===== config.mk =====
export PLATFORM = sky130hd
export DESIGN_NAME = fpu_arbiter_seq
export DESIGN_NICKNAME = d
export VERILOG_FILES = /design/src/rtl/fpu_pkg.sv /design/src/rtl/fpu_rr_arb2.sv /design/src/rtl/fpu_arbiter_seq.sv
export SDC_FILE = /design/constraint.sdc
export NUM_CORES = 1
export LEC_CHECK = 0
export CORE_ASPECT_RATIO = 0.9
export CORE_MARGIN = 5
export CORE_UTILIZATION = 36
export CTS_CLUSTER_DIAMETER = 100
export DETAILED_ROUTE_END_ITERATION = 16
export PLACE_DENSITY = 0.81
export SYNTH_ARGS = -nofsm -noshare
export SYNTH_HDL_FRONTEND = slang
export SYNTH_SLANG_ARGS = --single-unit

===== constraint.sdc =====
create_clock -name clk -period 1.8 [get_ports clk]
set_clock_uncertainty 0.2 [all_clocks]
set_input_delay 0.36 -clock clk [delete_from_list [all_inputs] [get_ports clk]]
set_output_delay 0.36 -clock clk [all_outputs]
set_load 0.02 [all_outputs]

===== src/rtl/fpu_pkg.sv =====
// Shared definitions for the FPU sharing arbiter: opcodes, FSM states, datapath width.
package fpu_pkg;

  localparam int FP_W = 32;

  localparam logic [1:0] OP_ADD = 2'd0;
  localparam logic [1:0] OP_SUB = 2'd1;
  localparam logic [1:0] OP_MUL = 2'd2;
  localparam logic [1:0] OP_DIV = 2'd3;

  typedef enum logic [1:0] {
    ST_IDLE = 2'd0,
    ST_EXEC = 2'd1,
    ST_RESP = 2'd2
  } state_t;

  function automatic int max3(input int x, input int y, input int z);
    int m;
    m = (x > y) ? x : y;
    return (m > z) ? m : z;
  endfunction

endpackage


===== src/rtl/fpu_rr_arb2.sv =====
// Two-way round-robin grant, purely combinational; the pointer picks the winner
// only when both requesters are valid.
module fpu_rr_arb2 (
  input  logic [1:0] i_valid,
  input  logic       i_ptr,
  output logic       o_gnt_vld,
  output logic       o_gnt_id
);

  always_comb begin
    o_gnt_vld = |i_valid;
    if (&i_valid) o_gnt_id = i_ptr;
    else          o_gnt_id = i_valid[1];
  end

endmodule


===== src/rtl/fpu_arbiter_seq.sv =====
// Shares one multi-cycle FPU between two requesters, one op in flight at a time.
// Accept -> response valid after LAT(op) cycles; response held until rsp_ready.
module fpu_arbiter_seq
  import fpu_pkg::*;
#(
  parameter int LAT_ADD = 2,
  parameter int LAT_MUL = 3,
  parameter int LAT_DIV = 8
) (
  input  logic              clk,
  input  logic              rst_n,
  input  logic [1:0]        req_valid,
  output logic [1:0]        req_ready,
  input  logic [3:0]        req_op,
  input  logic [2*FP_W-1:0] req_a,
  input  logic [2*FP_W-1:0] req_b,
  output logic              rsp_valid,
  input  logic              rsp_ready,
  output logic              rsp_id,
  output logic [FP_W-1:0]   rsp_result,
  output logic              rsp_of,
  output logic              rsp_uf,
  output logic [1:0]        fpu_op,
  output logic [FP_W-1:0]   fpu_a,
  output logic [FP_W-1:0]   fpu_b,
  input  logic [FP_W-1:0]   fpu_result,
  input  logic              fpu_of,
  input  logic              fpu_uf,
  output logic              busy
);

  localparam int LAT_MAX = max3(LAT_ADD, LAT_MUL, LAT_DIV);
  localparam int CW      = (LAT_MAX > 1) ? $clog2(LAT_MAX) : 1;

  generate
    if (LAT_ADD < 1 || LAT_MUL < 1 || LAT_DIV < 1) begin : g_bad_lat
      $error("fpu_arbiter_seq: every LAT_* must be >= 1");
    end
  endgenerate

  state_t            r_state;
  state_t            w_nxt_state;
  logic              r_rr_ptr;
  logic              r_id;
  logic [1:0]        r_op;
  logic [FP_W-1:0]   r_a;
  logic [FP_W-1:0]   r_b;
  logic [CW-1:0]     r_cnt;
  logic [FP_W-1:0]   r_result;
  logic              r_of;
  logic              r_uf;

  logic              w_gnt_vld;
  logic              w_gnt_id;
  logic              w_acc;
  logic [1:0]        w_sel_op;
  logic [FP_W-1:0]   w_sel_a;
  logic [FP_W-1:0]   w_sel_b;

  // Counter is loaded with LAT-1 so the EXEC phase spans exactly LAT cycles.
  function automatic logic [CW-1:0] f_lat_m1(input logic [1:0] op);
    case (op)
      OP_MUL:  return CW'(LAT_MUL - 1);
      OP_DIV:  return CW'(LAT_DIV - 1);
      default: return CW'(LAT_ADD - 1);
    endcase
  endfunction

  fpu_rr_arb2 u_arb (
    .i_valid   (req_valid),
    .i_ptr     (r_rr_ptr),
    .o_gnt_vld (w_gnt_vld),
    .o_gnt_id  (w_gnt_id)
  );

  assign w_sel_op = w_gnt_id ? req_op[3:2]         : req_op[1:0];
  assign w_sel_a  = w_gnt_id ? req_a[2*FP_W-1:FP_W] : req_a[FP_W-1:0];
  assign w_sel_b  = w_gnt_id ? req_b[2*FP_W-1:FP_W] : req_b[FP_W-1:0];

  always_comb begin
    w_nxt_state = r_state;
    req_ready   = 2'b00;
    w_acc       = 1'b0;
    case (r_state)
      ST_IDLE: begin
        if (w_gnt_vld) begin
          req_ready[w_gnt_id] = 1'b1;
          w_acc               = 1'b1;
          w_nxt_state         = ST_EXEC;
        end
      end
      ST_EXEC: if (r_cnt == '0) w_nxt_state = ST_RESP;
      ST_RESP: if (rsp_ready)   w_nxt_state = ST_IDLE;
      default: w_nxt_state = ST_IDLE;
    endcase
  end

  always_ff @(posedge clk) begin
    if (!rst_n) begin
      r_state  <= ST_IDLE;
      r_rr_ptr <= 1'b0;
      r_id     <= 1'b0;
      r_op     <= 2'b00;
      r_a      <= '0;
      r_b      <= '0;
      r_cnt    <= '0;
      r_result <= '0;
      r_of     <= 1'b0;
      r_uf     <= 1'b0;
    end else begin
      r_state <= w_nxt_state;
      if (w_acc) begin
        r_id     <= w_gnt_id;
        r_op     <= w_sel_op;
        r_a      <= w_sel_a;
        r_b      <= w_sel_b;
        r_cnt    <= f_lat_m1(w_sel_op);
        r_rr_ptr <= ~w_gnt_id;
      end
      if (r_state == ST_EXEC) begin
        if (r_cnt != '0) begin
          r_cnt <= r_cnt - 1'b1;
        end else begin
          r_result <= fpu_result;
          r_of     <= fpu_of;
          r_uf     <= fpu_uf;
        end
      end
    end
  end

  assign fpu_op     = r_op;
  assign fpu_a      = r_a;
  assign fpu_b      = r_b;
  assign rsp_valid  = (r_state == ST_RESP);
  assign rsp_id     = r_id;
  assign rsp_result = r_result;
  assign rsp_of     = r_of;
  assign rsp_uf     = r_uf;
  assign busy       = (r_state != ST_IDLE);

endmodule


==> flow_summary.json, run 1 <==
{
  "maxCapViolations": 0,
  "wire_per_inst_um": 16.8,
  "drt_iter0_drc": 476,
  "wl_um": 15100,
  "drv_slew": 0,
  "crit_chain": "nor2_4 -> inv_2 -> nor3_4 -> buf_6",
  "setup_ws_ps": 4.05,
  "place_congestion": 0.783,
  "synth_compound_area_share_pct": 21.8,
  "cts_tree": "yes",
  "netlist.top_cell.by_area": "dfxtp_1",
  "clockBufferDepth": 2,
  "fillers": 972,
  "synth_top_family_by_area": "compound AO/OA/AOI/OAI gates",
  "synth_flop_cell": "dfxtp_1",
  "max_clock_freq_mhz": 557,
  "muxShareOfSynthArea_pct": 6.94,
  "clockRootBuffer": "clkbuf_16",
  "path_delay_family": "flip-flops",
  "synth_edf_count": 0,
  "ys_seq_area_share_pct": 51.2,
  "min_path_type": "register to register",
  "ctsHtreeMaxLevel": 3,
  "pre_cts_ws_ps": -532,
  "synth_fa_ha_area_share_pct": 0.598,
  "gr-total-overflow": 0,
  "drc": 0,
  "path_buf_inv": 2,
  "synth_seq_cells": 107,
  "setup_viol": 0,
  "layout-drive-gt1-share_pct": 8.08,
  "antenna_found_initial": 0,
  "boundaryPins": 276,
  "syn_area_sq_um": 4190,
  "die_h_um": 112,
  "antenna_cells": 0,
  "yosys.area.top_type_share_pct": 51.2,
  "fp.dieW_um": 124,
  "synthCells": 463,
  "relSlewSlack_pct": 73.6,
  "syn_nets": 636,
  "drtPass1Iterations": 8,
  "ctsHoldBuffers": 0,
  "power.density_nw_per_um2": 1060,
  "area_growth_pct": 77.8,
  "initial_utilization_pct": 36.8,
  "dp.cells": 883,
  "grtUsageTotal_pct": 21.2,
  "yosys_warnings": 0,
  "vias": 4576,
  "core_sq_um": 11400,
  "die-area_sq_um": 13900,
  "startpoint_type": "register",
  "clock-sinks": 107,
  "ys_async_sr_fraction_pct": 0,
  "total_leakage_power_nw": 3.33,
  "cts_buffers": 9,
  "cp.arrival_ps": 1240,
  "synthSimpleGateAreaFrac_pct": 13.9,
  "crit_required_ps": 1240,
  "viasPerCell": 5.09,
  "grt_pass1_vias": 4628,
  "worstPathMaxFanout": 3,
  "rsz0062_at_grt": "true",
  "tightest_slew_ps": 396,
  "end_kind": "output pin",
  "final_nets": 911,
  "path_class": "register to output pin",
  "fin_util_pct": 65.3,
  "critPathSlowestCell": "dfxtp_2",
  "synth_cell_type_count": 37,
  "num_rows": 37,
  "clk_pin_slew_ps": 70,
  "drt.antenna.violating_nets": 0,
  "grt_pass1_wl_um": 23300,
  "final_cells": 899,
  "synthXorXnorAreaFrac_pct": 0,
  "synth.most_common_cell": "dfxtp_1",
  "max_stage_delay_ps": 340,
  "portBuffers": 275,
  "synthTopCellsByCount": "107 x dfxtp_1, 75 x nand2_1, 68 x a21oi_1, 41 x nor2_1, 36 x a222oi_1",
  "vdd_drop_max_mv": 0.780,
  "hpwl_um": 11600,
  "period_share_pct": 99.8,
  "avgSynthCellArea_sq_um": 9.04,
  "grt_max_degree": 55,
  "synthTopCellsByArea": "dfxtp_1 51%, a222oi_1 8.6%, a21oi_1 8.1%, mux2i_1 6.9%, nand2_1 6.7%",
  "post-route-min-period_ps": 1800,
  "insertion_delay_ps": 350,
  "finalHoldViolations": 0,
  "status": "finished clean"
}
## area by class of cell
cell class / count / area (sq um) / share of cell area [%]
multi-input combinational: 309 / 1830 / 24.6
clock inverter: 6 / 80.1 / 1.08
inverter: 6 / 22.5 / 0.303
tap: 156 / 195 / 2.62
timing repair buffer: 305 / 2940 / 39.5
clock buffer: 10 / 229 / 3.08
sequential: 107 / 2140 / 28.8
## repair_timing
action	in CTS	in global routing
setup buffers	0	0
gates resized for setup	126	4
hold endpoints to repair	0	0
pin swaps	1	2
endpoints found under the setup margin	168	11
## worst min-delay path, delay by kind of cell, from the launching register on
family,cells,cell delay [ps]
flops,1,310
compound gates,1,50
simple gates,1,50
## flip-flops by register name, summed over array words and instances (netlist names), 2 cells and up
name and cells:
r_cnt 3, fpu_b 32, fpu_a 32, rsp_result 32, r_state 2, fpu_op 2
## kinds of logic after synthesis
family	count (synthesis)
compound gates	142
simple gates	136
flops	107
buf+inv	47
mux	29
fa+ha+maj	2
## worst paths after layout
kind,startpoint,to,slack [ps],depth (start not counted)
max,r_state[0],req_ready[1],4,4
max reg2reg,r_state[0],fpu_b[8],80,6
min reg2reg,rsp_result[16],rsp_result[16],250,2
min,rsp_result[16],rsp_result[16],250,2
## power by group
group | internal (mW) | switching, mW
clock network | 1.21 | 0.856
registers | 2.77 | 0.196
logic | 1.31 | 1.56
total | 5.29 | 2.61
## layer usage
layer  GRT usage, %  share of wire [%]  up-vias  wire length (um)
li1               -                  -     2210                 -
met1           22.4                 37     2122              5540
met2           37.5                 51      214              7700
met3           7.81                9.5       30              1440
met4           8.71                2.9        0               440
met5              0                  0        -                 0
## stage by stage
step | hold WS [ps] | cell area [sq um] | power [mW] | setup TNS, ps
after CTS | 255 | 7430 | 7.97 | -23.5
after floorplan | 287 | 4190 | 4.56 | 0
after global placement | 242 | 7240 | 6.06 | -26120
after global routing | 277 | 7440 | 8.34 | -103
after detailed placement | 247 | 7240 | 6.15 | -28910
final | 253 | 7440 | 7.90 | 0
## cell usage in the layout (no fill, tap or decap), types with 2 or more instances in the layout
cell	instances
a222oi_1	36
dfxtp_2	2
nor2_1	40
and2b_1	2
buf_4	22
buf_12	7
dfxtp_1	105
clkinv_2	4
clkdlybuf4s50_1	168
nor2_4	2
bufinv_16	2
inv_2	2
ha_1	2
buf_6	4
inv_1	4
clkbuf_16	9
nand2b_1	5
a21oi_1	68
dlygate4sd2_1	103
nand2_1	75
o21ai_0	31
nor3_1	2
mux2i_1	29
No activity file was read; power rests on OpenSTA's default activity.
==> inputs of run 2 (changes only) <==
CORE_MARGIN = 3   (was 5)
SLEW_MARGIN = 15   (was default)
==> flow_summary.json, run 2 (synthesis results as in run 1) <==
{
  "setup_viol": 2,
  "clockBufferDepth": 2,
  "fp.dieW_um": 120,
  "ff2ff_path_depth": 5,
  "wire_per_inst_um": 16.2,
  "area_growth_pct": 77.5,
  "wl_um": 14500,
  "crit-reg2reg-launch": "r_rr_ptr",
  "startpoint_type": "register",
  "r2r-end": "r_cnt[0]",
  "clockRootBuffer": "clkbuf_16",
  "status": "finished with violations",
  "grt_max_degree": 64,
  "seq_area_sq_um": 2140,
  "layout-drive-gt1-share_pct": 7.97,
  "power.density_nw_per_um2": 1070,
  "grt_pass1_wl_um": 22200,
  "portBuffers": 275,
  "drc": 0,
  "hold_path_startpoint": "rsp_result[7]",
  "gr-total-overflow": 0,
  "crit_required_ps": 1240,
  "final_nets": 908,
  "min_path_type": "register to register",
  "total_leakage_power_nw": 3.32,
  "period_share_pct": 100,
  "setup_ws_ps": -7.83,
  "relSlewSlack_pct": 74.2,
  "cts_tree": "yes",
  "die_h_um": 108,
  "core_sq_um": 11100,
  "r2r_slack_ps": 80,
  "drv_slew": 0,
  "post-route-min-period_ps": 1810,
  "final_common_cell": "clkdlybuf4s50_1",
  "cts_buffers": 9,
  "drt_iter0_drc": 505,
  "die-area_sq_um": 13000,
  "worstPathMaxFanout": 3,
  "end_kind": "output pin",
  "most-common-layout-cells": "168 x clkdlybuf4s50_1, 105 x dfxtp_1, 103 x dlygate4sd2_1",
  "multi_input_area_sq_um": 1830,
  "vdd_drop_max_mv": 0.621,
  "insertion_delay_ps": 340,
  "ctsHoldBuffers": 0,
  "drtPass1Iterations": 9,
  "max_clock_freq_mhz": 553,
  "grt_use_met1_pct": 23.1,
  "tightest_slew_ps": 387,
  "hold_end": "rsp_result[7]",
  "worstHoldPathCells": 2,
  "gr-usage-met2_pct": 37.9,
  "violations": "setup timing",
  "use_met3_pct": 7.58,
  "vias": 4585,
  "maxCapViolations": 0,
  "hpwl_um": 10900,
  "clock-sinks": 107,
  "grtUsageTotal_pct": 21.2,
  "antenna_cells": 0,
  "num_rows": 36,
  "boundaryPins": 276,
  "grt_pass1_vias": 4447,
  "drt.antenna.violating_nets": 0,
  "fillers": 920,
  "p_total_mw": 7.93,
  "finalInstanceArea_sq_um": 7430,
  "path_class": "register to output pin",
  "ctsHtreeMaxLevel": 3,
  "antenna_found_initial": 0,
  "viasPerCell": 5.14,
  "clk_pin_slew_ps": 70,
  "finalHoldViolations": 0,
  "fin_util_pct": 67.0,
  "place_congestion": 0.768,
  "cp.arrival_ps": 1250,
  "grt_busiest_layer": "met2",
  "dpl_cell_area_sq_um": 7210,
  "pre_cts_ws_ps": -547,
  "initial_utilization_pct": 37.8,
  "rsz0062_at_grt": "true"
}
[run 2: what timing repair did]
action,CTS,global route
endpoints found under the setup margin,155,12
pin swaps,2,0
buffers inserted,1,0
endpoints found under the hold margin,0,0
gates resized for setup,124,0
[run 2: power by group]
group | total [mW] | switching [mW] | internal, mW
logic | 2.86 | 1.56 | 1.30
clock network | 2.11 | 0.876 | 1.23
registers | 2.97 | 0.199 | 2.77
total | 7.93 | 2.63 | 5.30
[run 2: final cells by class]
cell class | instances | share of cell area (%)
clock inverters | 7 | 1.33
flip-flops and latches | 107 | 28.9
repair buffers | 302 | 39.2
multi-input cells | 309 | 24.7
well taps | 152 | 2.56
clock buffers | 9 | 3.03
inverters | 6 | 0.303
[run 2: metrics by stage]
stage	hold slack, ps	TNS, ps	instances
finish	250	-7.99	892
global route	273	-300	892
CTS	255	-42.5	892
detailed placement	248	-28040	875
global placement	241	-25220	875
floorplan	287	0	463
[run 2: worst max-delay path by stage]
stage	start	endpoint	slack [ps]	depth (start not counted)
3_3_place_gp	req_valid[1]	req_ready[0]	-530	5
6_report	r_state[0]	req_ready[0]	-8	4
4_1_cts	r_state[0]	req_ready[0]	-30	4
2_1_floorplan	req_valid[1]	fpu_a[22]	160	7
3_5_place_dp	req_valid[0]	req_ready[1]	-550	4
5_1_grt	r_state[0]	req_ready[0]	-70	4
[run 2: metal layers]
metal	vias up	share of wire, %	wire length, um
li1	2211	-	-
met1	2142	38	5450
met2	205	51	7380
met3	27	8.6	1250
met4	0	2.9	415
met5	-	0	0
[run 2: critical path, cell delays in order, from the launching register on]
cell and delay [ps]:
dfxtp_2 340, nor2_4 150, buf_4 120, and3_4 190, buf_6 120
==> inputs of run 3 (changes only) <==
GPL_TIMING_DRIVEN = 0   (was default)
SKIP_CTS_REPAIR_TIMING = 1   (was default)
==> flow_summary.json, run 3 (synthesis results as in run 1) <==
{
  "status": "finished with violations",
  "violations": "setup timing",
  "cts_tree": "yes",
  "die-area_sq_um": 13000,
  "dpl_cell_area_sq_um": 7110,
  "drt_iter0_drc": 467,
  "cts_buffers": 9,
  "setup_ws_ps": -203,
  "die_h_um": 108,
  "clockBufferDepth": 2,
  "path_delay_family": "simple AND/OR/NAND/NOR gates",
  "area_growth_pct": 85.3,
  "final_common_cell": "clkdlybuf4s50_1",
  "tightest_slew_ps": 523,
  "boundaryPins": 276,
  "insertion_delay_ps": 330,
  "clock-sinks": 107,
  "num_rows": 36,
  "power.density_nw_per_um2": 1030,
  "relSlewSlack_pct": 65.1,
  "vdd_drop_max_mv": 0.580,
  "startpoint_type": "register",
  "final_cells": 908,
  "clk_pin_slew_ps": 80,
  "fillers": 852,
  "total_leakage_power_nw": 4.54,
  "viasPerCell": 5.14,
  "ctsHtreeMaxLevel": 3,
  "drtPass1Iterations": 7,
  "clockRootBuffer": "clkbuf_16",
  "gr-total-overflow": 0,
  "core_sq_um": 11100,
  "path_class": "register to output pin",
  "maxCapViolations": 0,
  "grt_max_degree": 17,
  "grt_pass1_wl_um": 23200,
  "drv_slew": 0,
  "final_nets": 925,
  "worstPathMaxFanout": 6,
  "end_kind": "output pin",
  "finalInstanceArea_sq_um": 7750,
  "fin_util_pct": 70.0,
  "most-common-layout-cells": "167 x clkdlybuf4s50_1, 104 x dfxtp_1, 103 x dlymetal6s2s_1",
  "wire_per_inst_um": 17.2,
  "gr-usage-met2_pct": 41.0,
  "p_total_mw": 7.97,
  "grt_pass1_vias": 4653,
  "fp.dieW_um": 120,
  "finalHoldViolations": 0,
  "post-route-min-period_ps": 2000,
  "layout-drive-gt1-share_pct": 8.07,
  "antenna_cells": 0,
  "dp.cells": 888,
  "min_path_type": "input pin to register",
  "grt_use_met1_pct": 24.9,
  "critPathSlowestCell": "dfxtp_2",
  "rsz0062_at_grt": "true",
  "max_clock_freq_mhz": 499,
  "grt_busiest_layer": "met2",
  "portBuffers": 273,
  "place_congestion": 0.872,
  "period_share_pct": 111,
  "use_met3_pct": 6.54,
  "antenna_found_initial": 0,
  "grtUsageTotal_pct": 22.3,
  "crit_chain": "and2b_2 -> nor3_2 -> buf_4 -> buf_2",
  "initial_utilization_pct": 37.8,
  "wl_um": 15600,
  "vias": 4664,
  "hpwl_um": 12000,
  "setup_viol": 2,
  "max_stage_delay_ps": 340,
  "crit_required_ps": 1240,
  "drt.antenna.violating_nets": 0,
  "cp.arrival_ps": 1440,
  "path_buf_inv": 2,
  "drc": 0
}
run 3: path summary, 6_finish.rpt:
check	cells after the start	startpoint	to	slack [ps]
hold reg to reg	2	rsp_result[0]	rsp_result[0]	250
hold / removal	3	rst_n	fpu_b[19]	240
setup / recovery	4	r_rr_ptr	req_ready[1]	-200
setup reg to reg	6	r_rr_ptr	fpu_b[1]	40
run 3: worst reg2reg max path, delay by kind of cell, from the launching register on:
kind / cells / cell delay [ps]
simple gates: 3 / 390
buf+inv: 2 / 330
compound gates: 1 / 380
flops: 1 / 330
run 3: area by class of cell:
class / count / area, sq um / share of cell area (%)
Multi-Input combinational cell: 309 / 1840 / 23.7
Tap cell: 152 / 190 / 2.45
Timing Repair Buffer: 279 / 3030 / 39.0
Sequential cell: 107 / 2150 / 27.7
Inverter: 6 / 22.5 / 0.290
Clock inverter: 4 / 52.6 / 0.678
Clock buffer: 11 / 233 / 3.00
Buffer: 40 / 244 / 3.15
run 3: report_power, final:
part	leakage [nW]	internal, mW	switching, mW	total (mW)
Combinational	3.53	1.46	1.61	3.07
Clock	0.128	1.07	0.853	1.93
Sequential	0.881	2.77	0.210	2.98
Total	4.54	5.30	2.67	7.97
run 3: through the flow:
| stage | setup TNS (ps) | setup slack, ps | hold WS (ps) |
|---|---|---|---|
| global route | -428 | -292 | 259 |
| floorplan | 0 | 165 | 287 |
| CTS | -13480 | -860 | 214 |
| detailed placement | -30910 | -850 | 247 |
| finish | -266 | -203 | 238 |
| global placement | -27160 | -856 | 243 |
run 3: layer usage:
metal	part of all wire [%]	vias up
li1	-	2249
met1	38	2187
met2	52	202
met3	8.1	26
met4	2.2	0
met5	0	-
